==> src/rtl/clkdiv_clock_source.sv <==
// Programmable divided-clock source; o is a registered clock output that always parks low.
// Optional `ifdef CLKDIV_PERIOD_COUNT_EN adds a 16-bit count of completed periods.
//   state  | meaning
//   S_IDLE | output parked low, counter idle
//   S_RUN  | counting and toggling o at each terminal count
//   S_STOP | en dropped while high; finish the high phase, then park
module clkdiv_clock_source #(
  parameter int                   DIV_WIDTH = 8,
  parameter logic [DIV_WIDTH-1:0] DIV_INIT  = '0
) (
  input  logic                 clk,
  input  logic                 rst,
  input  logic                 en,
  input  logic                 div_load,
  input  logic [DIV_WIDTH-1:0] div_value,
  (* CLOCK *)
  output logic                 o,
  output logic                 active,
  output logic                 rise
`ifdef CLKDIV_PERIOD_COUNT_EN
  ,
  output logic [15:0]          periods
`endif
);

  typedef enum logic [1:0] {S_IDLE, S_RUN, S_STOP} state_t;

  state_t               state;
  logic [DIV_WIDTH-1:0] cnt;
  logic [DIV_WIDTH-1:0] div_reg;
  logic [DIV_WIDTH-1:0] pend;
  logic                 pend_valid;
  logic                 tc;
  logic [DIV_WIDTH-1:0] div_next;

  assign tc = (cnt == '0);
  // A same-cycle load beats the pending value; either one commits at TC or on parking.
  assign div_next = div_load ? div_value : (pend_valid ? pend : div_reg);

  always_ff @(posedge clk) begin
    if (rst) begin
      state      <= S_IDLE;
      o          <= 1'b0;
      active     <= 1'b0;
      rise       <= 1'b0;
      cnt        <= '0;
      div_reg    <= DIV_INIT;
      pend       <= '0;
      pend_valid <= 1'b0;
    end else begin
      rise <= 1'b0;
      case (state)
        S_IDLE: begin
          if (div_load) div_reg <= div_value;
          if (en) begin
            state  <= S_RUN;
            active <= 1'b1;
            cnt    <= div_load ? div_value : div_reg;
          end
        end
        default: begin
          if (!en && !o) begin
            state      <= S_IDLE;
            active     <= 1'b0;
            cnt        <= '0;
            div_reg    <= div_next;
            pend_valid <= 1'b0;
          end else if (tc) begin
            div_reg    <= div_next;
            pend_valid <= 1'b0;
            if (!en) begin
              o      <= 1'b0;
              state  <= S_IDLE;
              active <= 1'b0;
              cnt    <= '0;
            end else begin
              o     <= ~o;
              rise  <= ~o;
              cnt   <= div_next;
              state <= S_RUN;
            end
          end else begin
            cnt   <= cnt - 1'b1;
            state <= en ? S_RUN : S_STOP;
            if (div_load) begin
              pend       <= div_value;
              pend_valid <= 1'b1;
            end
          end
        end
      endcase
    end
  end

`ifdef CLKDIV_PERIOD_COUNT_EN
  logic o_fall;
  assign o_fall = (state != S_IDLE) && tc && o;

  always_ff @(posedge clk) begin
    if (rst)         periods <= '0;
    else if (o_fall) periods <= periods + 16'd1;
  end
`endif

endmodule

==> config.mk <==
export PLATFORM = sky130hd
export DESIGN_NAME = clkdiv_clock_source
export DESIGN_NICKNAME = d
export VERILOG_FILES = /design/src/rtl/clkdiv_clock_source.sv
export SDC_FILE = /design/constraint.sdc
export NUM_CORES = 1
export LEC_CHECK = 0
export ABC_CLOCK_PERIOD_IN_PS = 2100
export CAP_MARGIN = 10
export CORE_UTILIZATION = 45
export DETAILED_ROUTE_END_ITERATION = 10
export GPL_TIMING_DRIVEN = 0
export SYNTH_ARGS = -nofsm -noshare
export SYNTH_HDL_FRONTEND = slang
export SYNTH_SLANG_ARGS = --single-unit
export TNS_END_PERCENT = 20
==> constraint.sdc <==
create_clock -name clk -period 2.1 [get_ports clk]
set_input_delay 0.42 -clock clk [delete_from_list [all_inputs] [get_ports clk]]
set_output_delay 0.42 -clock clk [all_outputs]
set_load 0.03 [all_outputs]
==> flow_summary.rst, run 1 <==
.. list-table::
   :header-rows: 1

   * - Metric
     - Value
   * - Status
     - complete, no violations
   * - Launching element type of the critical path
     - flip-flop
   * - Cell count after placement
     - ~280
   * - Synthesized area divided by synthesized cell count
     - ~8.4 µm²
   * - Slew of the pin with the lowest slew margin
     - roughly 0.97 ns
   * - Fraction of layout instances using a drive strength above 1
     - 10.9%
   * - Horizontal extent of the die
     - 65.9 µm
   * - Final setup vio count
     - 0
   * - Area taken by multi-input logic gates
     - approximately 1200 µm²
   * - Seq pwr share
     - around 44%
   * - Final hold violations
     - 0
   * - Max frequency
     - just over 500 MHz
   * - P per Cell Area
     - around 710 nW/µm²
   * - Portion of the post-synthesis area used by sequential elements
     - 32.7%
   * - Count of warnings emitted by yosys
     - 0
   * - Internal Power
     - 1.01 mW
   * - Reg-to-reg setup timing slack
     - roughly 0.12 ns
   * - Clock transition at the registers of the reported paths
     - 0.07 ns
   * - Overall track demand over capacity in global routing
     - about a quarter
   * - Count of unique library cells instantiated by Yosys
     - between 40 and 50
   * - Aggregate routed wire length
     - 5.15 mm
   * - Relative contribution of the clock network to total power
     - between 20% and 30%
   * - Area of placed instances
     - just over 2000 µm²
   * - Setup slack of the critical path after layout
     - roughly 0.12 ns
   * - Largest net degree at the start of global routing
     - 11
   * - Critical path fanouts, max
     - 8
   * - Clk sinks
     - 30
   * - Number of gates given a new drive strength after cts
     - 2
   * - Filler Cell Count
     - around 370
   * - Initial antenna violation count
     - 0
   * - Start-to-end type of the worst setup path
     - reg2reg
   * - Dominant synthesized flop cell
     - sky130_fd_sc_hd__dfxtp_1
   * - Gp weighted congestion
     - 0.856
   * - Cts bufs inserted
     - 5
   * - Async SR Flop Fraction
     - 0%
   * - Switching share of power
     - about 33%
   * - Pre-CTS worst setup slack
     - -0.348 ns
   * - Final critical-path share of the clock period
     - between 90 and 100%
   * - Post-synth design cell area
     - around 1800 µm²
   * - Endpoint of the most critical setup path
     - pend[7]$_SDFFE_PP0P_
   * - Core Region
     - 3800 µm²
   * - Final-report max-slew violation count
     - 0
   * - Post-route DRC violation count
     - 0
   * - Effective utilization at floorplan
     - 48.4%
   * - Start point of the worst min-delay path
     - div_reg[1]$_SDFFE_PP0P_
   * - Cells taking the most area after synthesis
     - sky130_fd_sc_hd__dfxtp_1, sky130_fd_sc_hd__mux2i_1, sky130_fd_sc_hd__a211oi_1, sky130_fd_sc_hd__nor2_1, sky130_fd_sc_hd__mux2_2
   * - Remaining number of nets flagged by the antenna check after routing
     - 0
   * - I/O Buffers
     - 13
   * - R2r endpoint
     - pend[7]$_SDFFE_PP0P_
   * - Total of flip-flops plus latches after synthesis
     - 30
   * - Combinational power share
     - a little over a quarter
   * - First-pass GRT wire length
     - ~8.4 mm
   * - Finished Cell Area
     - about 2100 µm²
   * - Die Span Y
     - around 66 µm
   * - Net switching power figure
     - around 0.50 mW
   * - Library cell used as clock root buffer
     - sky130_fd_sc_hd__clkbuf_8
   * - Final period demand of the worst path
     - 1.98 ns
   * - Worst hold-check path type
     - reg2reg
   * - Path depth of the worst reg2reg path
     - 6
   * - Post-route clock skew
     - 0.00599 ns
   * - Max-slew headroom at the worst pin
     - 34.7%
   * - Num ports
     - 15
   * - Deepest level of the CTS H-tree
     - 2
   * - Cells after Synth
     - roughly 220
   * - Via count normalized by instance count
     - roughly 6
   * - Share of the synthesized area in the top cell type
     - around 33%
   * - Clock tree from TritonCTS
     - yes
   * - FF/Latch Area
     - 602 µm²
   * - Pre-Repair DR Iteration Count
     - 4
   * - First-iteration detailed-routing DRC count
     - 144
   * - Required arrival time at the worst endpoint
     - around 2.3 ns
   * - Final #Nets
     - ~250
   * - Bufs on Longest Clock Path
     - 2
   * - Peak supply drop
     - 403 µV
   * - Post-route non-filler standard cell count
     - around 290
   * - Area of the die
     - 4350 µm²
   * - Number of synthesized flops with an enable pin
     - 0
   * - Leading area contributor after synthesis
     - sky130_fd_sc_hd__dfxtp_1
   * - Worst r2r src
     - cnt[0]$_SDFFE_PP0P_
   * - Final antenna diode count
     - 0
   * - Detailed-route wire length per cell
     - 18.0 µm
   * - Post-CTS Setup Repair Bufs
     - 0
   * - Via count of the first global-routing pass
     - ~1700
   * - Crit. End Element
     - flip-flop
   * - Arrival @ worst endpoint
     - 2.13 ns
   * - Post-Syn Nets
     - 232
   * - Area overhead of the layout relative to synthesis
     - 15.0%
   * - Hold Path Stages
     - 2
   * - GR Overflow Total
     - 0
   * - Detailed placement HPWL
     - approximately 3.7 mm
   * - Total vias in the final route
     - 1715
   * - Core Rows
     - 22
   * - Clock latency reported for the late side of the worst-skew pair
     - ~0.29 ns
   * - Launch point of the worst path
     - cnt[0]$_SDFFE_PP0P_
   * - Maximum Capacitance Violations
     - 0
   * - Static Leakage
     - approximately 0.82 nW
   * - Unrepaired setup endpoints after global routing
     - true
   * - Quantity of hold-fixing buffers added after cts
     - 0
==> cells in the mapped netlist (all sizes together) (6+ instances only) <==
cell and instances:
dfxtp 30, nor2 29, mux2 7, nand2 11
o21ai 15, nand2b 8, mux2i 17, a21oi 12
nor3 6, clkbuf 10, a211oi 17
==> how the worst min path moves through the flow <==
stage,end,slack [ns]
after CTS,div_reg[0]$_SDFFE_PP0P_,0.49
after global placement,div_reg[1]$_SDFFE_PP0P_,0.46
after global routing,div_reg[0]$_SDFFE_PP0P_,0.51
final,div_reg[1]$_SDFFE_PP0P_,0.49
after detailed placement,div_reg[0]$_SDFFE_PP0P_,0.48
after floorplan,div_reg[0]$_SDFFE_PP0P_,0.45
==> power by group through the flow <==
stage / logic (mW) / clock network (mW) / registers [mW]
CTS: 0.398 / 0.452 / 0.655
floorplan: 0.285 / 0 / 0.661
global placement: 0.385 / 0 / 0.664
global route: 0.438 / 0.476 / 0.664
detailed placement: 0.391 / 0 / 0.668
finish: 0.401 / 0.449 / 0.658
==> logic make-up after synthesis <==
| family | count (synthesis) | share of synthesized area (%) |
|---|---|---|
| AOI/OAI and AO/OA | 71 | 27.8 |
| and+or+nand+nor | 71 | 19.6 |
| DFF | 30 | 32.7 |
| muxes | 24 | 13.5 |
| buffers and inverters | 19 | 4.56 |
| adders and majority gates | 2 | 1.36 |
| xor gates and xnor gates | 1 | 0.476 |
==> per-stage QoR <==
stage | power [mW] | util (%) | hold slack (ns) | setup TNS (ns)
floorplan | 0.945 | - | 0.453 | 0
detailed placement | 1.06 | 53.4 | 0.478 | -4.01
global placement | 1.05 | 53.4 | 0.462 | -3.44
CTS | 1.51 | 55.6 | 0.486 | 0
finish | 1.51 | 55.7 | 0.487 | 0
global route | 1.58 | 55.7 | 0.511 | -0.00750
==> cells in the final DEF, fill, tap and decap left out, types with 3 or more instances in the layout <==
cell type,n
sky130_fd_sc_hd__clkbuf_1,11
sky130_fd_sc_hd__nand2b_1,8
sky130_fd_sc_hd__nor3_1,6
sky130_fd_sc_hd__dfxtp_1,29
sky130_fd_sc_hd__mux2i_1,17
sky130_fd_sc_hd__a21oi_1,12
sky130_fd_sc_hd__clkdlybuf4s50_1,13
sky130_fd_sc_hd__nand2_1,11
sky130_fd_sc_hd__inv_1,5
sky130_fd_sc_hd__clkbuf_8,5
sky130_fd_sc_hd__a211oi_1,15
sky130_fd_sc_hd__o21ai_0,13
sky130_fd_sc_hd__nor2_1,28
sky130_fd_sc_hd__nor2b_1,5
sky130_fd_sc_hd__mux2_2,7
sky130_fd_sc_hd__o31ai_1,3
sky130_fd_sc_hd__o32ai_1,3
sky130_fd_sc_hd__o211ai_1,4
==> critical path: stages, from the launching register on <==
cell	delay [ns]
sky130_fd_sc_hd__dfxtp_2	0.35
sky130_fd_sc_hd__inv_1	0.10
sky130_fd_sc_hd__ha_1	0.20
sky130_fd_sc_hd__or3b_4	0.45
sky130_fd_sc_hd__o211ai_4	0.43
sky130_fd_sc_hd__mux2i_1	0.26
sky130_fd_sc_hd__nor2_1	0.06
==> final cells by class <==
class,instances,area share (%)
Inverter,5,0.888
Sequential cell,30,28.5
Clock buffer,7,3.61
Timing Repair Buffer,13,6.15
Multi-Input combinational cell,169,54.9
Buffer,14,3.14
Tap cell,48,2.84
==> per-layer routing <==
metal,vias up,wire (µm),GRT usage [%]
li1,854,-,-
met1,799,2370,34.2
met2,53,2450,41.3
met3,9,265,5.86
met4,0,57,10.6
met5,-,0,0
No activity file was read; power rests on OpenSTA's default activity.
==> run 2, diff against run 1 <==
SKIP_CTS_REPAIR_TIMING = 1   (was default)
==> run 2 against run 1 <==
Non-clock buffer count up 4. Sequential share of layout area down 0.60 points. Sequential power about the same. Via count up 1.6%. Hold slack worse by 0.0020 ns. Clock skew up 0.0020 ns. Largest cell class unchanged.
==> flow_summary.rst, run 2 (same netlist as run 1, synthesis figures left out) <==
.. list-table::
   :header-rows: 1

   * - Metric
     - Value
   * - Status
     - complete, no violations
   * - Maximum Capacitance Violations
     - 0
   * - Critical-path cell list
     - inv_1 -> ha_1 -> or3b_4 -> nor4_4 -> a21oi_1 -> a211oi_2
   * - Start-to-end type of the worst setup path
     - reg2reg
   * - Post-route non-filler standard cell count
     - 290
   * - Via count normalized by instance count
     - roughly 6
   * - Critical path fanouts, max
     - 7
   * - Final Power
     - 1.52 mW
   * - Max-slew headroom at the worst pin
     - 34.9%
   * - Unrepaired setup endpoints after global routing
     - false
   * - Arrival @ worst endpoint
     - around 2.2 ns
   * - Total vias in the final route
     - 1743
   * - Launching element type of the critical path
     - flip-flop
   * - Slew of the pin with the lowest slew margin
     - 0.966 ns
   * - Peak per-stage delay on the critical path
     - ~0.46 ns
   * - Final-report max-slew violation count
     - 0
   * - Required arrival time at the worst endpoint
     - approximately 2.3 ns
   * - First-iteration detailed-routing DRC count
     - about 150
   * - Post-route clock skew
     - 0.00800 ns
   * - Aggregate routed wire length
     - around 5.2 mm
   * - Commonest cells after routing, fill and taps aside
     - sky130_fd_sc_hd__dfxtp_1, sky130_fd_sc_hd__nor2_1, sky130_fd_sc_hd__mux2i_1
   * - Most common cell after layout, fill and taps aside
     - sky130_fd_sc_hd__dfxtp_1
   * - Area overhead of the layout relative to synthesis
     - 17.2%
   * - Detailed placement HPWL
     - ~3.7 mm
   * - Final antenna diode count
     - 0
   * - Pre-Repair DR Iteration Count
     - 4
   * - Detailed-route wire length per cell
     - around 18 µm
   * - Clock latency reported for the late side of the worst-skew pair
     - about 0.29 ns
   * - End-of-flow core utilization
     - a little under three fifths
   * - Cts bufs inserted
     - 5
   * - Largest net degree at the start of global routing
     - 11
   * - Launch point of the worst path
     - cnt[0]$_SDFFE_PP0P_
   * - Core Region
     - between 3000 and 4000 µm²
   * - Pre-CTS worst setup slack
     - -0.348 ns
   * - Remaining number of nets flagged by the antenna check after routing
     - 0
   * - Num ports
     - 15
   * - Effective utilization at floorplan
     - 48.4%
   * - Clock tree from TritonCTS
     - yes
   * - GR Overflow Total
     - 0
   * - Gp weighted congestion
     - roughly 0.86
   * - Overall track demand over capacity in global routing
     - between 20% and 30%
   * - Clk sinks
     - 30
   * - Reg-to-reg setup timing slack
     - just under 0.09 ns
   * - Fraction of layout instances using a drive strength above 1
     - roughly an eighth
   * - Filler Cell Count
     - 368
   * - Library cell used as clock root buffer
     - sky130_fd_sc_hd__clkbuf_8
   * - Bufs on Longest Clock Path
     - 2
   * - First-pass GRT wire length
     - 8.39 mm
   * - I/O Buffers
     - 13
   * - Peak supply drop
     - ~400 µV
   * - Setup slack of the critical path after layout
     - 0.0884 ns
   * - Endpoint of the most critical setup path
     - cnt[5]$_SDFFE_PP0P_
   * - Die Span Y
     - approximately 66 µm
   * - Final period demand of the worst path
     - between 2 and 2.5 ns
   * - Area of the die
     - 4350 µm²
   * - Slowest cell on crit path
     - sky130_fd_sc_hd__or3b_4
   * - Crit. End Element
     - flip-flop
   * - Area of placed instances
     - ~2000 µm²
   * - P per Cell Area
     - ~700 nW/µm²
   * - Finished Cell Area
     - between 2000 and 2500 µm²
   * - Via count of the first global-routing pass
     - between 1500 and 2000
   * - Post-route DRC violation count
     - 0
   * - Final critical-path share of the clock period
     - around 96%
   * - Max frequency
     - ~500 MHz
   * - Final #Nets
     - approximately 260
   * - Path depth of the worst reg2reg path
     - 6
   * - Cell count after placement
     - ~280
   * - Worst hold-check path type
     - reg2reg
   * - Final hold violations
     - 0
   * - R2r endpoint
     - cnt[5]$_SDFFE_PP0P_
   * - Worst r2r src
     - cnt[0]$_SDFFE_PP0P_
   * - Clock transition at the registers of the reported paths
     - 0.07 ns
   * - Deepest level of the CTS H-tree
     - 2
   * - Initial antenna violation count
     - 0
   * - Horizontal extent of the die
     - between 60 and 70 µm
   * - Static Leakage
     - about 0.84 nW
   * - Final setup vio count
     - 0
   * - Core Rows
     - 22
## run 2: cell count changes in the layout (fill, tap and decap cells not counted)
cell / before / now
sky130_fd_sc_hd__buf_4: 1 / 4
sky130_fd_sc_hd__dfxtp_2: 1 / 0
sky130_fd_sc_hd__buf_12: 0 / 1
sky130_fd_sc_hd__dfxtp_1: 29 / 30
## run 2: worst max-delay path: cells and delay by family (launching register included)
family / cells / cell delay, ns
buf+inv: 1 / 0.12
flops: 1 / 0.37
fa+ha+maj: 1 / 0.22
simple gates: 2 / 0.87
compound gates: 2 / 0.36
## run 2: metal layers
layer | vias up | GRT usage [%] | part of all wire, %
met5 | - | 0 | 0
met1 | 826 | 34.0 | 47
met4 | 0 | 10.6 | 1.1
met2 | 49 | 41.3 | 47
li1 | 860 | - | -
met3 | 8 | 5.86 | 5.2
## run 2: worst min path at each step
stage	depth (start not counted)	endpoint	start	slack [ns]
2_1_floorplan	2	div_reg[0]$_SDFFE_PP0P_	div_reg[0]$_SDFFE_PP0P_	0.45
3_3_place_gp	2	div_reg[1]$_SDFFE_PP0P_	div_reg[1]$_SDFFE_PP0P_	0.46
6_report	2	div_reg[1]$_SDFFE_PP0P_	div_reg[1]$_SDFFE_PP0P_	0.48
5_1_grt	2	div_reg[0]$_SDFFE_PP0P_	div_reg[0]$_SDFFE_PP0P_	0.51
4_1_cts	2	div_reg[0]$_SDFFE_PP0P_	div_reg[0]$_SDFFE_PP0P_	0.49
3_5_place_dp	2	div_reg[0]$_SDFFE_PP0P_	div_reg[0]$_SDFFE_PP0P_	0.48
## run 2: where the power goes
| group | leakage [nW] | internal [mW] | switching (mW) | total, mW |
|---|---|---|---|---|
| Sequential | 0.246 | 0.610 | 0.0472 | 0.658 |
| Clock | 0.0383 | 0.228 | 0.222 | 0.450 |
| Combinational | 0.559 | 0.173 | 0.238 | 0.411 |
| Total | 0.844 | 1.01 | 0.507 | 1.52 |
## run 2: area by class of cell
| class | count | area, µm² | area share (%) |
|---|---|---|---|
| Multi-Input combinational cell | 169 | 1160 | 53.9 |
| Sequential cell | 30 | 601 | 27.9 |
| Timing Repair Buffer | 17 | 173 | 8.01 |
| Clock buffer | 7 | 76.3 | 3.54 |
| Buffer | 14 | 66.3 | 3.08 |
| Tap cell | 48 | 60.1 | 2.79 |
| Inverter | 5 | 18.8 | 0.871 |
## run 2: stage by stage
stage               TNS (ns)  hold WS (ns)
floorplan                  0         0.453
global placement       -3.44         0.462
detailed placement     -4.01         0.478
CTS                   -0.133         0.486
global route               0         0.511
finish                     0         0.485
==> RTL change 1 (flow settings as in run 1) <==
Build with the macro `CLKDIV_PERIOD_COUNT_EN` defined.
--- a/src/rtl/clkdiv_clock_source.sv
+++ b/src/rtl/clkdiv_clock_source.sv
@@ -5,4 +5,6 @@
 //   S_RUN  | counting and toggling o at each terminal count
 //   S_STOP | en dropped while high; finish the high phase, then park
+`define CLKDIV_PERIOD_COUNT_EN
+
 module clkdiv_clock_source #(
   parameter int                   DIV_WIDTH = 8,
Formal check against the unedited RTL (old outputs only; new: periods): equivalent (Yosys induction, for registers that start in step).
==> RTL change 1 against run 1 <==
  * The flow now finishes with violations (setup timing)
  * Power rose by 28%
  * Sequential share of layout area grew 2.5 points
  * Sequential cell count grew 16
  * Core utilization is 1.4 points higher
  * Global-route usage fell by 3.1 points
  * Wire length up 23%
  * Synthesized area up 34%
  * Setup slack got worse by 0.12 ns
  * Final area grew 40%
  * Critical path depth unchanged
  * Largest power group unchanged
==> RTL change 1: results (changes against run 1) <==
<table>
<tr><th>Metric</th><th>Value</th></tr>
<tr><th colspan="2">Synthesis</th></tr>
<tr><td>Cell count after synthesis</td><td>293 (+34%)</td></tr>
<tr><td>Synthesized netlist net count</td><td>308 (+33%)</td></tr>
<tr><td>Number of distinct standard cells referenced by the synthesized netlist</td><td>52 (+8.3%)</td></tr>
<tr><td>Sequential element share of the synthesized area</td><td>37.3% (+4.6 points)</td></tr>
<tr><td>Synth area leaders</td><td>dfxtp_1 (37%), nor2_1 (7.0%), mux2i_1 (5.3%), o21ai_0 (5.1%), mux2_2 (4.1%)</td></tr>
<tr><td>Top post-synthesis cells by count</td><td>dfxtp_1 (46), nor2_1 (46), o21ai_0 (25)</td></tr>
<tr><th colspan="2">Timing</th></tr>
<tr><td>Setup total negative slack</td><td>-0.000942 ns (-0.000942 ns)</td></tr>
<tr><td>Clock tree skew after final layout</td><td>0.00816 ns (+0.00217 ns)</td></tr>
<tr><td>Final setup violation count</td><td>1 (+1)</td></tr>
<tr><td>Slew at the pin with the worst max-slew slack</td><td>0.655 ns (-0.315 ns)</td></tr>
<tr><td>Setup slack of the critical path after layout</td><td>-0.000942 ns (-0.124 ns)</td></tr>
<tr><th colspan="2">Layout</th></tr>
<tr><td>Proportion of layout cells with a drive suffix above 1</td><td>10.9% (-0.015 points)</td></tr>
<tr><td>Final non-filler cell area</td><td>2970 µm² (+40%)</td></tr>
<tr><td>Final #Nets</td><td>344 (+37%)</td></tr>
<tr><td>Filler cells</td><td>510 (+37%)</td></tr>
<tr><th colspan="2">Routing</th></tr>
<tr><td>Number of DRC violations after detailed-routing iteration 0</td><td>110 (-24%)</td></tr>
<tr><td>Routed via count divided by cell count</td><td>5.59 (-6.8%)</td></tr>
<tr><td>Via total after detailed routing</td><td>2,236 (+30%)</td></tr>
<tr><td>Total wire length</td><td>6330 µm (+23%)</td></tr>
<tr><th colspan="2">Status</th></tr>
<tr><td>Status</td><td>finished with violations</td></tr>
<tr><td>Violations in the final reports</td><td>setup timing</td></tr>
<tr><th colspan="2">GRT</th></tr>
<tr><td>Largest net degree at the start of global routing</td><td>14 (+3)</td></tr>
<tr><td>Number of global-route vias before repair</td><td>2,138 (+24%)</td></tr>
<tr><td>Total global-route track usage</td><td>23.0% (-3.1 points)</td></tr>
<tr><th colspan="2">Place</th></tr>
<tr><td>Total instance count after detailed placement</td><td>392 (+41%)</td></tr>
<tr><th colspan="2">Hold path</th></tr>
<tr><td>Worst min path class</td><td>reg -&gt; reg</td></tr>
<tr><th colspan="2">Clock network</th></tr>
<tr><td>Clock Root Buffer</td><td>clkbuf_8</td></tr>
<tr><td>Clock slew at the register clock pins of the worst setup and hold paths</td><td>0.09 ns (+0.02 ns)</td></tr>
<tr><th colspan="2">Power and ir drop</th></tr>
<tr><td>Highest ir drop seen on vdd</td><td>0.000408 V (+1.4%)</td></tr>
<tr><td>Static leakage power</td><td>1.11 nW (+35%)</td></tr>
<tr><th colspan="2">Setup path</th></tr>
<tr><td>Worst path slowest cell</td><td>nor4_4</td></tr>
<tr><td>Maximum fanout count along the critical path</td><td>9 (+1)</td></tr>
</table>
[RTL change 1: power breakdown]
part | internal (mW) | switching, mW | leakage, nW
logic | 0.176 | 0.238 | 0.686
clock network | 0.266 | 0.302 | 0.0482
registers | 0.913 | 0.0409 | 0.375
total | 1.36 | 0.580 | 1.11
[RTL change 1: per-layer routing]
layer	GRT usage (%)	vias up	wire [µm]
met5	0	-	0
met4	6.15	0	78
met3	3.95	8	230
met2	35.6	44	2790
met1	33.0	1057	3230
li1	-	1127	-
[RTL change 1: layout make-up]
| cell class | instances | share of cell area, % |
|---|---|---|
| repair buffers | 29 | 9.77 |
| inverters | 9 | 1.14 |
| well taps | 70 | 2.95 |
| plain buffers | 15 | 2.19 |
| clock buffers | 7 | 2.91 |
| multi-input cells | 223 | 49.9 |
| clock inverters | 1 | 0.168 |
| flip-flops and latches | 46 | 31.0 |
[RTL change 1: kinds of logic after synthesis]
family	share of synthesized area, %
simple gates	21.6
compound gates	22.0
flops	37.3
buf+inv	4.00
mux	9.37
xor+xnor	4.25
fa+ha+maj	1.52
[RTL change 1: path summary, 6_finish.rpt]
path	start	end	slack (ns)	depth (start not counted)
max	cnt[4]	cnt[7]	-0.0009	6
min	div_reg[4]	div_reg[4]	0.51	2
max reg2reg	cnt[4]	cnt[7]	-0.0009	6
min reg2reg	div_reg[4]	div_reg[4]	0.51	2
[RTL change 1: what timing repair did]
item                                    CTS  global route
resized for setup                         1             4
endpoints found under the setup margin    8            23
endpoints found under the hold margin     0             0
cloned                                    0             0
[RTL change 1: through the flow]
stage | hold slack [ns] | setup WS, ns
global route | 0.542 | -0.0408
finish | 0.514 | -0.000942
CTS | 0.514 | 0.0369
global placement | 0.501 | -0.164
floorplan | 0.475 | 0.319
detailed placement | 0.502 | -0.185
[RTL change 1: critical path: cells and delay by family (launching register included)]
kind | cells | cell delay (ns)
flip-flops | 1 | 0.30
buffers and inverters | 1 | 0.17
AO/OA/AOI/OAI | 2 | 0.24
AND/OR/NAND/NOR | 3 | 1.31
==> RTL change 2 (flow settings as in run 1) <==
Without the edit above. Encoding of `state_t`: now one-hot (3 bits for 3 states).
--- a/src/rtl/clkdiv_clock_source.sv
+++ b/src/rtl/clkdiv_clock_source.sv
@@ -24,5 +24,5 @@
 );
 
-  typedef enum logic [1:0] {S_IDLE, S_RUN, S_STOP} state_t;
+  typedef enum logic [2:0] {S_IDLE = 3'b001, S_RUN = 3'b010, S_STOP = 3'b100} state_t;
 
   state_t               state;
Formal check against the unedited RTL: no difference found for any inputs over 4 cycles, from zero or initial values and one cycle with rst high; so few cycles prove little.
==> RTL change 2 against run 1 <==
  * Sequential cell count rose by 1
  * Synthesized area rose by 4.5%
  * Power rose by 13%
  * Setup slack got worse by 0.081 ns
  * Wire length rose by 11%
  * Core utilization fell by 1.1 points
  * Final area rose by 4.7%
  * Critical endpoint is now cnt[1]
==> RTL change 2: results (changes against run 1) <==
<table>
<tr><th>Metric</th><th>Value</th></tr>
<tr><th colspan="2">Status</th></tr>
<tr><td>Status</td><td>completed</td></tr>
<tr><th colspan="2">Routing</th></tr>
<tr><td>Number of DRC violations after detailed-routing iteration 0</td><td>206 (+43%)</td></tr>
<tr><td>Via total after detailed routing</td><td>1,909 (+11%)</td></tr>
<tr><th colspan="2">Power and ir drop</th></tr>
<tr><td>Power drawn by the combinational cells</td><td>576 µW (+44%)</td></tr>
<tr><td>Highest ir drop seen on vdd</td><td>0.000478 V (+19%)</td></tr>
<tr><td>Clock Power Share</td><td>25.6% (-4.2 points)</td></tr>
<tr><th colspan="2">GRT</th></tr>
<tr><td>Total global-route track usage</td><td>28.1% (+1.9 points)</td></tr>
<tr><td>Global-route wire length before repair</td><td>9270 µm (+10%)</td></tr>
<tr><td>Met2 Track Usage GR</td><td>41.6% (+0.30 points)</td></tr>
<tr><td>Met3 demand-to-capacity share in global routing</td><td>6.76% (+0.89 points)</td></tr>
<tr><th colspan="2">Synthesis</th></tr>
<tr><td>Synth area leaders</td><td>dfxtp_1 (32%), a21oi_1 (6.0%), mux2i_1 (4.7%), a211oi_1 (4.7%), o21ai_0 (4.4%)</td></tr>
<tr><td>Multiplexer fraction of the synthesized cell area</td><td>4.69% (-8.8 points)</td></tr>
<tr><td>Sequential element share of the synthesized area</td><td>32.3% (-0.36 points)</td></tr>
<tr><th colspan="2">Layout</th></tr>
<tr><td>Number of inverters outside the clock class in the layout</td><td>7 (+2)</td></tr>
<tr><td>Register area</td><td>621 µm² (+3.1%)</td></tr>
<tr><td>Buffer count excluding the clock tree in the final layout</td><td>34 (+26%)</td></tr>
<tr><td>Clock tree buffer count of the final layout</td><td>6 (-1)</td></tr>
<tr><td>Final #Nets</td><td>269 (+6.7%)</td></tr>
<tr><th colspan="2">Setup path</th></tr>
<tr><td>Maximum fanout count along the critical path</td><td>10 (+2)</td></tr>
<tr><td>Worst path slowest cell</td><td>clkdlybuf4s50_1</td></tr>
<tr><td>Worst R2R Setup Slack</td><td>0.16 ns (+0.04 ns)</td></tr>
<tr><td>Data arrival time of the worst path</td><td>2.28 ns (+0.15 ns)</td></tr>
<tr><th colspan="2">Timing</th></tr>
<tr><td>Max-slew headroom at the worst pin</td><td>60.6% (+26 points)</td></tr>
<tr><th colspan="2">Place</th></tr>
<tr><td>Final weighted congestion in routability-driven placement</td><td>0.890 (+4.1%)</td></tr>
<tr><td>I/O Buffers</td><td>12 (-1)</td></tr>
</table>
==> RTL change 2: cell types whose count changed in the layout (fill, tap and decap cells not counted), sizes merged, moves of 7 or more <==
cell and change:
mux2i -8, nand3 +15, nor2 -13, a21oi +11, buf +9, mux2 -7
==> RTL change 2: how the worst max path moves through the flow <==
stage            from    endpoint  slack, ns  cells past startpoint
2_1_floorplan  cnt[0]      cnt[1]       0.36                      7
3_3_place_gp       en     pend[6]      -0.34                      6
3_5_place_dp       en     pend[4]      -0.34                      6
4_1_cts            en     pend[0]       0.05                      6
5_1_grt        cnt[0]  div_reg[2]       0.02                      7
6_report           en      cnt[1]       0.04                      5
==> RTL change 2: stage by stage <==
| step | cells | utilization (%) |
|---|---|---|
| 6_report | 305 | 54.6 |
| 5_1_grt | 305 | 54.6 |
| 4_1_cts | 303 | 53.8 |
| 3_5_place_dp | 297 | 51.9 |
| 3_3_place_gp | 297 | 51.9 |
| 2_1_floorplan | 235 | - |
